$ cat config.mk
export PLATFORM = sky130hd
export DESIGN_NAME = pet_memmap_flat
export DESIGN_NICKNAME = d
export VERILOG_FILES = /design/src/rtl/pet_memmap_if.sv /design/src/rtl/pet_memmap.sv /design/src/flat_wrapper.sv
export SDC_FILE = /design/constraint.sdc
export NUM_CORES = 1
export LEC_CHECK = 0
export ABC_AREA = 0
export ABC_CLOCK_PERIOD_IN_PS = 2850
export BUFFER_PORTS_ARGS = -buffer_cell sky130_fd_sc_hd__buf_2
export CORE_ASPECT_RATIO = 0.8
export CORE_UTILIZATION = 38
export CTS_BUF_LIST = sky130_fd_sc_hd__clkbuf_16
export DETAILED_ROUTE_END_ITERATION = 8
export GPL_ROUTABILITY_DRIVEN = 0
export GPL_TIMING_DRIVEN = 0
export PLACE_DENSITY = 0.95
export SLEW_MARGIN = 20
export SYNTH_ARGS = -nofsm -noshare
export SYNTH_HDL_FRONTEND = slang
export SYNTH_SLANG_ARGS = --single-unit
$ cat constraint.sdc
create_clock -name clk -period 2.85 [get_ports clk]
set_clock_uncertainty 0.2 [all_clocks]
set_input_delay 0.1425 -clock clk [delete_from_list [all_inputs] [get_ports clk]]
set_output_delay 0.1425 -clock clk [all_outputs]
set_load 0.05 [all_outputs]
$ cat src/rtl/pet_memmap_if.sv
// CPU-side bus bundle for the PET memory-map decoder: CPU request, the decoded
// strobes and addresses for RAM/VRAM/ROM/IO, and read data coming back.
interface pet_memmap_if #(
  parameter int VRAM_AW = 10
);
  // CPU request
  logic               ce_1m;
  logic [15:0]        addr;
  logic [7:0]         data_in;
  logic               we;
  logic [7:0]         data_out;
  // Target selects and addresses
  logic [16:0]        ram_addr;
  logic               ram_we;
  logic [VRAM_AW-1:0] vram_addr;
  logic               vram_we;
  logic [14:0]        rom_addr;
  logic               io_cs;
  // Read data returned by the targets
  logic [7:0]         ram_q;
  logic [7:0]         vram_q;
  logic [7:0]         rom_q;
  logic [7:0]         io_q;
  // Banking control register (status/debug)
  logic [7:0]         ctrl;

  // CPU / system side: drives the request and the target read data
  modport master (
    output ce_1m, addr, data_in, we, ram_q, vram_q, rom_q, io_q,
    input  data_out, ram_addr, ram_we, vram_addr, vram_we, rom_addr, io_cs, ctrl
  );

  // Decoder side
  modport slave (
    input  ce_1m, addr, data_in, we, ram_q, vram_q, rom_q, io_q,
    output data_out, ram_addr, ram_we, vram_addr, vram_we, rom_addr, io_cs, ctrl
  );
endinterface

$ cat src/rtl/pet_memmap.sv
// PET address decoder and read-data mux. Decodes the 6502 address into
// RAM / VRAM / ROM / IO / open bus, optionally banks 64 KB of expansion RAM
// over $8000-$FFFF (8096 style) under control of a write-only register at
// $FFF0, and registers the read select so data_out lines up with the one
// clock read latency of the synchronous memories.
module pet_memmap #(
  parameter int RAM_KB  = 32,   // base RAM size in KB (8/16/32)
  parameter int VRAM_AW = 10,   // 10 = 1 KB (40 col), 11 = 2 KB (80 col)
  parameter int EXT_RAM = 0     // 1 = $FFF0 control register + expansion RAM
) (
  input  logic         clk,
  input  logic         reset,
  pet_memmap_if.slave  bus
);

  typedef enum logic [2:0] {
    R_OPEN = 3'd0,
    R_RAM  = 3'd1,
    R_VRAM = 3'd2,
    R_ROM  = 3'd3,
    R_IO   = 3'd4
  } region_t;

  // First address above base RAM ($8000 for 32 KB)
  localparam logic [16:0] RAM_TOP = 17'(RAM_KB * 1024);

  logic [7:0] ctrl_q;
  logic [7:0] ctrl_d;
  region_t    region_d;
  region_t    sel_q;
  logic [7:0] hi_q;
  logic       exp_d;       // access lands in expansion RAM
  logic       prot_d;      // expansion write-protect for this half
  logic       bank_d;      // expansion bank bit for this half
  logic       wr_cycle;    // a CPU write actually happens this clock
  logic       ctrl_wr;     // this write targets the control register
  logic       ext_on;

  logic       is_io;
  logic       is_vram_win;
  logic       is_io_win;

  // Writes are dropped while reset is asserted so a reset mid-access never
  // lets a stray strobe through.
  assign wr_cycle    = bus.we & bus.ce_1m & ~reset;
  assign ext_on      = (EXT_RAM != 0) && ctrl_q[7];
  assign is_io       = (bus.addr[15:8] == 8'hE8);
  assign is_vram_win = (bus.addr[15:12] == 4'h8);
  assign is_io_win   = (bus.addr[15:11] == 5'b11101);   // $E800-$EFFF
  assign ctrl_wr     = (EXT_RAM != 0) && wr_cycle && (bus.addr == 16'hFFF0);

  // Region decode; banking mode only reshapes the upper 32 KB
  always_comb begin
    region_d = R_OPEN;
    exp_d    = 1'b0;
    if (ext_on && bus.addr[15]) begin
      if (ctrl_q[5] && is_vram_win) begin
        region_d = R_VRAM;
      end else if (ctrl_q[6] && is_io_win) begin
        region_d = is_io ? R_IO : R_ROM;
      end else begin
        region_d = R_RAM;
        exp_d    = 1'b1;
      end
    end else if (is_io) begin
      region_d = R_IO;
    end else if (is_vram_win) begin
      region_d = R_VRAM;
    end else if (bus.addr[15]) begin
      region_d = R_ROM;
    end else if ({1'b0, bus.addr} < RAM_TOP) begin
      region_d = R_RAM;
    end
  end

  // $8000-$BFFF uses bank/protect bits 2/0, $C000-$FFFF uses bits 3/1
  assign bank_d = bus.addr[14] ? ctrl_q[3] : ctrl_q[2];
  assign prot_d = exp_d & (bus.addr[14] ? ctrl_q[1] : ctrl_q[0]);

  assign bus.ram_addr  = exp_d ? {1'b1, bank_d, bus.addr[14:0]}
                               : {2'b00, bus.addr[14:0]};
  assign bus.ram_we    = wr_cycle & (region_d == R_RAM) & ~prot_d & ~ctrl_wr;
  assign bus.vram_addr = bus.addr[VRAM_AW-1:0];
  assign bus.vram_we   = wr_cycle & (region_d == R_VRAM);
  assign bus.rom_addr  = bus.addr[14:0];
  assign bus.io_cs     = (region_d == R_IO);
  assign bus.ctrl      = ctrl_q;

  assign ctrl_d = ctrl_wr ? bus.data_in : ctrl_q;

  generate
    if (EXT_RAM != 0) begin : g_ctrl
      // Banking control register; the new map applies from the next access
      always_ff @(posedge clk) begin
        if (reset) begin
          ctrl_q <= 8'h00;
        end else begin
          ctrl_q <= ctrl_d;
        end
      end
    end else begin : g_no_ctrl
      assign ctrl_q = 8'h00;
    end
  endgenerate

  // Register the read select and the open-bus byte to match memory latency
  always_ff @(posedge clk) begin
    if (reset) begin
      sel_q <= R_OPEN;
      hi_q  <= 8'h00;
    end else begin
      sel_q <= region_d;
      hi_q  <= bus.addr[15:8];
    end
  end

  // Read-data mux driven by the registered select
  always_comb begin
    bus.data_out = hi_q;
    case (sel_q)
      R_RAM:   bus.data_out = bus.ram_q;
      R_VRAM:  bus.data_out = bus.vram_q;
      R_ROM:   bus.data_out = bus.rom_q;
      R_IO:    bus.data_out = bus.io_q;
      default: bus.data_out = hi_q;
    endcase
  end

endmodule

$ cat src/flat_wrapper.sv
// flat-port wrapper written by rule: the top's interface ports become plain ports
module pet_memmap_flat 
#(
  parameter int RAM_KB  = 32,                                   
  parameter int VRAM_AW = 10,                                            
  parameter int EXT_RAM = 0                                                  
)
  (clk, reset, bus_ce_1m, bus_addr, bus_data_in, bus_we, bus_ram_q, bus_vram_q, bus_rom_q, bus_io_q, bus_data_out, bus_ram_addr, bus_ram_we, bus_vram_addr, bus_vram_we, bus_rom_addr, bus_io_cs, bus_ctrl);
  pet_memmap_if #(.VRAM_AW(VRAM_AW)) bus_i ();
  input  logic clk;
  input  logic reset;
  input wire logic [$bits(bus_i.ce_1m)-1:0] bus_ce_1m;
  input wire logic [$bits(bus_i.addr)-1:0] bus_addr;
  input wire logic [$bits(bus_i.data_in)-1:0] bus_data_in;
  input wire logic [$bits(bus_i.we)-1:0] bus_we;
  input wire logic [$bits(bus_i.ram_q)-1:0] bus_ram_q;
  input wire logic [$bits(bus_i.vram_q)-1:0] bus_vram_q;
  input wire logic [$bits(bus_i.rom_q)-1:0] bus_rom_q;
  input wire logic [$bits(bus_i.io_q)-1:0] bus_io_q;
  output wire logic [$bits(bus_i.data_out)-1:0] bus_data_out;
  output wire logic [$bits(bus_i.ram_addr)-1:0] bus_ram_addr;
  output wire logic [$bits(bus_i.ram_we)-1:0] bus_ram_we;
  output wire logic [$bits(bus_i.vram_addr)-1:0] bus_vram_addr;
  output wire logic [$bits(bus_i.vram_we)-1:0] bus_vram_we;
  output wire logic [$bits(bus_i.rom_addr)-1:0] bus_rom_addr;
  output wire logic [$bits(bus_i.io_cs)-1:0] bus_io_cs;
  output wire logic [$bits(bus_i.ctrl)-1:0] bus_ctrl;
  assign bus_i.ce_1m = bus_ce_1m;
  assign bus_i.addr = bus_addr;
  assign bus_i.data_in = bus_data_in;
  assign bus_i.we = bus_we;
  assign bus_i.ram_q = bus_ram_q;
  assign bus_i.vram_q = bus_vram_q;
  assign bus_i.rom_q = bus_rom_q;
  assign bus_i.io_q = bus_io_q;
  assign bus_data_out = bus_i.data_out;
  assign bus_ram_addr = bus_i.ram_addr;
  assign bus_ram_we = bus_i.ram_we;
  assign bus_vram_addr = bus_i.vram_addr;
  assign bus_vram_we = bus_i.vram_we;
  assign bus_rom_addr = bus_i.rom_addr;
  assign bus_io_cs = bus_i.io_cs;
  assign bus_ctrl = bus_i.ctrl;
  pet_memmap #(.RAM_KB(RAM_KB), .VRAM_AW(VRAM_AW), .EXT_RAM(EXT_RAM)) u_core (.clk(clk), .reset(reset), .bus(bus_i));
endmodule
# [Word-level counts from Yosys, hierarchy flattened]
# Cells that the tools add are included.
[totals] reg_bits=11 output_inout_bits=61 elab_cells=22
[op_classes] order_cmp=1 n_eq_ne=9 n_mux=5 bitwise=5
[ops] operator="8-bit case mux with 4 select lines" n=1
[ops] operator="16-bit less-than comparator, second input constant" n=1
[ops] operator="3-bit by 2-bit == test with 1-bit output, second input constant" n=3
[ops] operator="8-bit == test, second input constant" n=1
[ops] operator="3-bit by 1-bit == test with 1-bit output, second input constant" n=2
[ops] operator="3-bit == test, second input constant" n=2
[ops] operator="3-bit two-way mux" n=2
[ops] operator="1-bit bitwise AND" n=4
[ops] operator="4-bit == test, second input constant" n=1
[ops] operator="2-bit two-way mux" n=1
[ops] operator="1-bit two-way mux" n=1
[ops] operator="1-bit inverter" n=1

# [Logic depth before layout (Yosys ltp)]
[logic_depth] ltp_word=7 depth_mapped=5 depth_no_buf=3

# [Worst setup path before layout]
# No wires, ideal clock.
[synth_timing] kind="input to output" startpoint="input port bus_addr[15]" endpoint="output port bus_vram_we" arrival_ps=2511 setup_slack_ps=-3 path_stages=4 n_path_buf=1 path_cell_list="nor2b_1 > and4_1 > clkbuf_1 > nor4b_1"
[synth_via] elab_chain_cells=7 word_cells_on_any_way=9
[synth_lines] element="start: declaration" line="flat_wrapper.sv:13" text="input wire logic [$bits(bus_i.addr)-1:0] bus_addr;"
[synth_lines] element="16-bit less-than comparator" line="pet_memmap.sv:71" text="end else if ({1'b0, bus.addr} < RAM_TOP) begin"
[synth_lines] element="1-bit two-way mux" line="pet_memmap.sv:71"
[synth_lines] element="2-bit two-way mux" line="pet_memmap.sv:69" text="end else if (bus.addr[15]) begin"
[synth_lines] element="3-bit two-way mux" line="pet_memmap.sv:67" text="end else if (is_vram_win) begin"
[synth_lines] element="3-bit two-way mux (*)" line="pet_memmap.sv:65" text="end else if (is_io) begin"
[synth_lines] element="3-bit by 2-bit == test with 1-bit output (*)" line="pet_memmap.sv:84" text="assign bus.vram_we = wr_cycle & (region_d == R_VRAM);"
[synth_lines] element="1-bit bitwise AND (*)" line="pet_memmap.sv:84"
[synth_lines] element="end: declaration" line="flat_wrapper.sv:24" text="output wire logic [$bits(bus_i.vram_we)-1:0] bus_vram_we;"
# Every way passes the cells marked *; elsewhere a longest branch is shown, timed or not.

# [Worst setup path after layout]
[layout_timing] startpoint="input port bus_addr[8]" endpoint="output port bus_io_cs"
[layout_via] elab_chain_cells=6 word_cells_on_any_way=7
[layout_lines] element="16-bit less-than comparator" line="pet_memmap.sv:71"
[layout_lines] element="1-bit two-way mux" line="pet_memmap.sv:71"
[layout_lines] element="2-bit two-way mux" line="pet_memmap.sv:69"
[layout_lines] element="3-bit two-way mux" line="pet_memmap.sv:67"
[layout_lines] element="3-bit two-way mux (*)" line="pet_memmap.sv:65"
[layout_lines] element="3-bit == test (*)" line="pet_memmap.sv:86" text="assign bus.io_cs = (region_d == R_IO);"
[layout_lines] element="end: declaration" line="flat_wrapper.sv:26" text="output wire logic [$bits(bus_i.io_cs)-1:0] bus_io_cs;"
# Marks and branches as above.

==> impl_metrics.toml <==
[clock_network]
clk_pin_slew_ns = 0.04
root_buffer = "clkbuf_16"
cts_buffers = 3
cts_max_level = 1
clkSinkCount = 11
cts_hold_buf = 8
post_cts_resized = 0
cts_tree = "built"
post-cts-setup-buffers = 0
clockBufferDepth = 2

[final_layout]
final_cell_area_sq_um = 1900
fin_cells = 296
fillers = 248
area_growth_pct = 60.6
drive_gt1_share_pct = 60.9
antennaDiodeCount = 0
fin_nets = 319

[worst_setup_path]
path_delay_family = "buffers and inverters"
max_stage_delay_ns = 0.54
cp_max_fo = 5
cp-start-kind = "primary input"
end_kind = "output pin"
path_buf_inv = 4
slowest_stage = "dlygate4sd3_1"
path_class = "in -> out"
crit_top_cell = "buf_2"
required_ns = 2.51
cp_data_arrival_time_ns = 1.86
crit_chain = "dlygate4sd3_1, buf_2, nor4b_1, and4_1, clkbuf_1, buf_2"

[floorplan]
dieArea_sq_um = 3340
start_util_pct = 41.5
fp.coreArea_sq_um = 2850
die_y_microns = 51.9
die_w_microns = 64.4
boundaryPins = 121
num_rows = 17

[sta]
finalSetupTns_ns = 0
min_period_over_period_pct = 77.4
worst_slew_pin_slew_ns = 0.523
fmax_mhz = 453
rsz0062_at_grt = "false"
slew_headroom_pct = 65.0
finalCriticalPeriod_ns = 2.21
hold_viol = 0
worst_slack_ns = 0.645
slew_viol_final = 0
finalSetupViolations = 0

[yosys]
synth_top_area_cell = "buf_4"
synth_area_sq_um = 1180
synth_top_cell_area_share_pct = 31.7
synthDistinctLibCells = 21
ys_seq_area_share_pct = 18.6
ys_warn_count = 0
yosys-top-cells-area = "buf_4 (32%), dfxtp_1 (19%), nand3b_1 (10%)"
syn_avg_cell_area_sq_um = 8.28
ys_ff_latch = 11
syn_inst = 143

[global_routing]
grt_overflow = 0
grt_pass1_vias = 1025
grt_use_total_pct = 17.5
grt_max_degree = 11
antenna_found_initial = 0
grt_pass1_wl_mm = 4.57

[run]
drv_cap = 0

[min_path]
min_to = "u_core.hi_q[6]"
hp-class = "in -> reg"
worstHoldStart = "bus_addr[14]"
worstHoldPathCells = 2

[power]
power.density_nw_per_um2 = 422
ir_drop_mv = 0.293
leakage_nw = 1.02

[status]
status = "complete, no violations"

[route]
vias_per_cell = 4.25
postRouteWirelength_mm = 3.18
drc_errors = 0
vias = 1258
drt_first_iter_violations = 25
routedWlPerCell_microns = 10.7
firstDrtPassIters = 4
ant_nets = 0

[placed_design]
dpl-instance-area_sq_um = 1740
dp_slack_ns = 1.03
port_buffers = 94
dp_cells = 284
-- kinds of logic after synthesis --
logic type / synth area share [%]
other: 0.317
and+or+nand+nor: 26.5
AOI/OAI and AO/OA: 16.7
DFF: 18.6
buffers and inverters: 37.8
-- per-layer routing --
metal	GRT usage, %	up-vias	share of wire, %
met5	0	-	0
met4	6.67	0	0.98
met3	3.51	3	8.9
met2	28.9	64	46
met1	22.5	524	44
li1	-	667	-
-- area by class of cell --
cell class                      count  area, sq um  share of cell area, %
Timing Repair Buffer              102          551                   29.0
Clock buffer                        3         75.1                   3.95
Sequential cell                    11          220                   11.6
Clock inverter                      1         3.75                  0.197
Multi-Input combinational cell     81          556                   29.2
Buffer                             60          448                   23.6
Tap cell                           38         47.5                   2.50
-- flip-flops by register name, indices dropped and copies added (netlist names) --
register,flops
u_core.hi_q,8
u_core.sel_q,3
-- where the power goes --
| part | switching [mW] | total (mW) | internal [mW] |
|---|---|---|---|
| clock network | 0.0638 | 0.247 | 0.184 |
| registers | 0.00358 | 0.166 | 0.162 |
| logic | 0.252 | 0.389 | 0.137 |
-- worst max-delay path by stage --
stage	from	to	slack, ns	cells after the start
global route	bus_addr[8]	bus_vram_we	0.53	7
detailed placement	u_core.sel_q[0]	bus_data_out[2]	1.03	5
global placement	u_core.sel_q[2]	bus_data_out[2]	1.05	5
finish	bus_addr[8]	bus_io_cs	0.64	6
floorplan	bus_addr[15]	bus_vram_we	0.69	4
CTS	bus_addr[8]	bus_io_cs	0.65	6
-- Yosys cell counts --
cell,number
buf_4,50
nand3b_1,16
dfxtp_1,11
nor2b_1,10
a21oi_1,8
a221o_1,8
nand2b_1,8
o22a_1,8
buf_2,4
buf_6,4
nor3_1,3
clkbuf_1,2
nor3b_1,2
nor4b_1,2
and2_1,1
and4_1,1
conb_1,1
nand2_1,1
nor2_1,1
nor2_4,1
o21a_1,1
-- layout by cell type (no fill, tap or decap), drive strengths merged --
cell type	instances
o22a	8
dfxtp	11
inv	1
nor4b	2
and4	1
buf	152
o21a	1
a21oi	8
nand2	1
and2	1
a221o	8
clkbuf	5
nor2	2
nand3b	16
nor3b	2
nor3	3
conb	10
dlygate4sd3	8
nor2b	10
nand2b	8
-- through the flow --
step / hold WS [ns] / util, % / power (mW)
after floorplan: 0.0141 / - / 0.467
after global placement: 0.148 / 61.1 / 0.545
after detailed placement: 0.153 / 61.1 / 0.548
after CTS: 0.00717 / 66.7 / 0.807
after global routing: 0.0170 / 66.7 / 0.833
final: 0.0108 / 66.7 / 0.802
Note: power is estimated with default switching activity, not from simulation.
